### src/rtl/riscv_pkg.sv
// Shared types and constants for the RV32I core front end.
package riscv_pkg;

  typedef enum logic [1:0] {
    IDLE,
    REQ,
    WAIT,
    DROP
  } fetch_state_t;

  localparam logic [31:0] INST_BYTES = 32'd4;

endpackage

### src/rtl/pc_fetch.sv
// Instruction-fetch stage: owns the PC, issues one imem request at a time,
// buffers the returned word toward decode and discards stale responses
// after a redirect.
module pc_fetch
  import riscv_pkg::*;
#(
  parameter logic [31:0] RESET_PC = 32'h0000_0000
) (
  input  logic        clk,
  input  logic        rst_n,
  input  logic [31:0] pc_next,
  input  logic        pc_sel,
  output logic [31:0] pc_four,
  output logic [31:0] pc,
  output logic        imem_req_valid,
  output logic [31:0] imem_req_addr,
  input  logic        imem_req_ready,
  input  logic        imem_rsp_valid,
  input  logic [31:0] imem_rsp_data,
  output logic        inst_valid,
  output logic [31:0] inst,
  output logic [31:0] inst_pc,
  input  logic        inst_ready
);

  localparam logic [31:0] ALIGN_MASK = ~32'd3;

  fetch_state_t state, state_n;
  logic [31:0]  pc_n;
  logic [31:0]  inst_n;
  logic [31:0]  inst_pc_n;
  logic         inst_valid_n;
  logic         handshake;
  logic         redirect;

  // Outputs derived only from registered state.
  assign pc_four        = pc + INST_BYTES;
  assign imem_req_valid = (state == REQ) && !inst_valid;
  assign imem_req_addr  = pc;

  assign handshake = imem_req_valid && imem_req_ready;
  assign redirect  = pc_sel && (state != IDLE);

  // Next-state, PC and output-buffer update; redirect outranks a response.
  always_comb begin
    state_n      = state;
    pc_n         = pc;
    inst_n       = inst;
    inst_pc_n    = inst_pc;
    inst_valid_n = inst_valid && !inst_ready;

    if (redirect) begin
      pc_n         = pc_next & ALIGN_MASK;
      inst_valid_n = 1'b0;
    end

    unique case (state)
      IDLE: state_n = REQ;
      REQ: begin
        // A redirect racing the handshake leaves an old-PC request in flight.
        if (handshake) state_n = redirect ? DROP : WAIT;
      end
      WAIT: begin
        if (redirect) begin
          state_n = imem_rsp_valid ? REQ : DROP;
        end else if (imem_rsp_valid) begin
          inst_n       = imem_rsp_data;
          inst_pc_n    = pc;
          inst_valid_n = 1'b1;
          pc_n         = pc_next & ALIGN_MASK;
          state_n      = REQ;
        end
      end
      DROP: begin
        if (!redirect && imem_rsp_valid) state_n = REQ;
      end
      default: state_n = IDLE;
    endcase
  end

  // State and datapath registers.
  always_ff @(posedge clk or negedge rst_n) begin
    if (!rst_n) begin
      state      <= IDLE;
      pc         <= RESET_PC & ALIGN_MASK;
      inst_valid <= 1'b0;
      inst       <= '0;
      inst_pc    <= '0;
    end else begin
      state      <= state_n;
      pc         <= pc_n;
      inst_valid <= inst_valid_n;
      inst       <= inst_n;
      inst_pc    <= inst_pc_n;
    end
  end

endmodule
### config.mk
export PLATFORM = sky130hd
export DESIGN_NAME = pc_fetch
export DESIGN_NICKNAME = d
export VERILOG_FILES = /design/src/rtl/riscv_pkg.sv /design/src/rtl/pc_fetch.sv
export SDC_FILE = /design/constraint.sdc
export NUM_CORES = 1
export LEC_CHECK = 0
export ABC_AREA = 1
export BUFFER_PORTS_ARGS = -buffer_cell sky130_fd_sc_hd__buf_4
export CORE_AREA = 10 10 114 116
export DETAILED_ROUTE_END_ITERATION = 10
export DIE_AREA = 0 0 124 126
export GPL_TIMING_DRIVEN = 0
export PLACE_DENSITY = 0.92
export SLEW_MARGIN = 40
export SYNTH_ARGS = -nofsm -noshare
export SYNTH_HDL_FRONTEND = slang
export SYNTH_SLANG_ARGS = --single-unit
export TNS_END_PERCENT = 20
### constraint.sdc
create_clock -name clk -period 2.57 [get_ports clk]
set_input_delay 0.1285 -clock clk [delete_from_list [all_inputs] [get_ports clk]]
set_output_delay 0.1285 -clock clk [all_outputs]
set_load 0.01 [all_outputs]
==> results_dict.tcl <==
set metrics [dict create \
    status "completed" \
    worst_ep_arrival_time_ns 2.18 \
    design_area_sq_um 7980 \
    cts_buffers 9 \
    crit_type "reg -> out" \
    synth_ff_type "dfrtp_1" \
    timing.final.crit_share_pct 89.9 \
    grt_pass1_vias 5998 \
    grt_pass1_wl_mm 31.1 \
    crit_required_ns 2.44 \
    netlist_instances 758 \
    period_minus_slack_ns 2.31 \
    synth_area_leaders "dfrtp_1 44%, nand2_1 16%, o21ai_0 5.3%" \
    gp_congestion 0.936 \
    die_y_um 126 \
    drv_cap 0 \
    antenna_found_initial 1 \
    start_kind "flop" \
    synth.top_cells.by_count "244 x nand2_1, 99 x dfrtp_1, 68 x nor2_1" \
    r2r-start "state[0]" \
    yosysWarningCount 0 \
    cp_max_fo 7 \
    vias_per_cell 5.27 \
    clock-skew-final_ns 0.0108 \
    core_area_sq_um 10700 \
    async_flop_share_pct 100 \
    placed_area_sq_um 7520 \
    dieArea_sq_um 15600 \
    power_density_nw_per_um2 1220 \
    netlist_area_sq_um 5620 \
    numPortBuffers 229 \
    power_leakage_uw 0.00422 \
    grt_start_max_net_pins 100 \
    syn-num-nets 833 \
    slew_headroom_pct 49.9 \
    cts_resized 0 \
    synth_top_area_share_pct 44.1 \
    cts_setup_buffers 0 \
    initial_core_util_pct 52.5 \
    max_freq_mhz 433 \
    hold_slack_ns 0.000635 \
    ir_worst_vdd_mv 0.674 \
    slew_viol_final 0 \
    die_x_um 124 \
    cts.sinks 99 \
    holdPathStages 3 \
    final_hold_viol_count 0 \
    clockBufferDepth 2 \
    clk_latency_ns 0.38 \
    io-pin-count 232 \
    yosysUniqueCellTypes 22 \
    holdPathEnd "inst[23]" \
    postRouteAntennaNets 0 \
    totalPowerFinal_uw 9750 \
    fin_cells 1172 \
    grt_use_total_pct 25.0 \
    hpwl_mm 15.1 \
    row_count 38 \
    synth_top_area_cell "dfrtp_1" \
    synth_edf_count 0 \
    yosysMostFrequentCell "nand2_1" \
    cts_tree "built" \
    clkSlewWorstSetupHoldPaths_ns 0.11 \
    r2r_cells 7 \
    post-place-cells 1127 \
    via_count 6174 \
    grt_overflow 0 \
    tns_ns 0 \
    firstDrtPassIters 5 \
    drtIter0Drc 672 \
    cts_hold_buffers 28 \
    rsz0062_at_grt "no" \
    drc 0 \
    setup_viol 0 \
    crit_path_end_kind "output port" \
    r2r_setup_slack_ns 0.87 \
    wirelength_mm 20.3 \
    cts-root-buf "clkbuf_8" \
    rr_endpoint "imem_req_addr[27]" \
    final_nets 1101 \
    worstHoldPathType "in -> reg" \
    cts_max_level 3 \
    synth_seq_cells 99 \
    drive_gt1_share_pct 32.4 \
    area_delta_synth_final_pct 42.0 \
    syn_area_per_cell_sq_um 7.41 \
    tightest_slew_ns 0.751 \
    post_drt_wl_per_cell_um 17.3 \
    min-delay-start "imem_rsp_data[23]" \
    seq_area_frac_synth_pct 44.1 \
]
## worst max path at each step
stage | start | end | cells past startpoint
CTS | imem_req_addr[3] | pc_four[16] | 6
detailed placement | imem_req_addr[3] | pc_four[16] | 6
floorplan | imem_req_addr[3] | pc_four[18] | 6
finish | imem_req_addr[3] | pc_four[16] | 6
global route | imem_req_addr[3] | pc_four[16] | 6
global placement | imem_req_addr[3] | pc_four[16] | 6
## logic make-up after synthesis
family	Yosys count	synth area share, %
XOR/XNOR	15	2.34
adder cells (fa/ha/maj)	5	1.11
buffers and inverters	122	11.8
flip-flops	99	44.1
AO/OA/AOI/OAI	130	11.6
AND/OR/NAND/NOR	387	29.0
## final cells by class
cell class | count | area [sq um]
diodes | 1 | 2.50
clock inverters | 6 | 47.5
multi-input cells | 537 | 2480
repair buffers | 257 | 2010
inverters | 52 | 195
fillers | 790 | 2720
plain buffers | 70 | 468
clock buffers | 10 | 128
flip-flops and latches | 99 | 2480
well taps | 140 | 175
## through the flow
step | utilization, % | worst slack [ns]
after floorplan | - | 1.04
after global placement | 70.2 | 0.686
after detailed placement | 70.3 | 0.692
after CTS | 74.5 | 0.272
after global routing | 74.6 | 0.156
final | 74.6 | 0.259
## report_power, final
part	switching, uW	total, uW	internal [uW]
combinational	2990	5690	2700
sequential	799	3100	2300
clock	600	964	364
## cell usage in the layout, fill, tap and decap left out, types with 6 or more instances in the layout
master | netlist | layout
a21oi_1 | 32 | 32
nand3_1 | 48 | 48
dlygate4sd3_1 | 0 | 28
xor2_1 | 15 | 15
inv_1 | 51 | 51
clkbuf_8 | 0 | 9
buf_2 | 24 | 24
o21ai_0 | 60 | 60
nor2_4 | 6 | 6
nor2_2 | 7 | 7
nand2_1 | 244 | 244
dfrtp_1 | 99 | 99
buf_4 | 36 | 264
o21ai_1 | 38 | 38
nor2_1 | 68 | 68
## worst max-delay path, cell delays in order, from the launching register on
cell and delay (ns):
dfrtp_1 0.56, ha_1 0.31, nand3_1 0.20, nor2_2 0.28
nand3_1 0.16, xor2_1 0.17, buf_4 0.14
## registers in the layout, summed over array words and instances, names as in the netlist
name,count
state,2
imem_req_addr,32
inst_valid,1
inst_pc,32
inst,32
## layer usage
metal  routed length (um)  track usage, %  up-vias  share of wire, %
met1                 7800            30.1     2871                38
met2                 9800            40.2      324                48
met3                 1670            5.05       69               8.2
met4                 1020            14.6        0               5.0
li1                     -               -     2910                 -
met5                    0               0        -                 0
(Power assumes the default switching activity.)
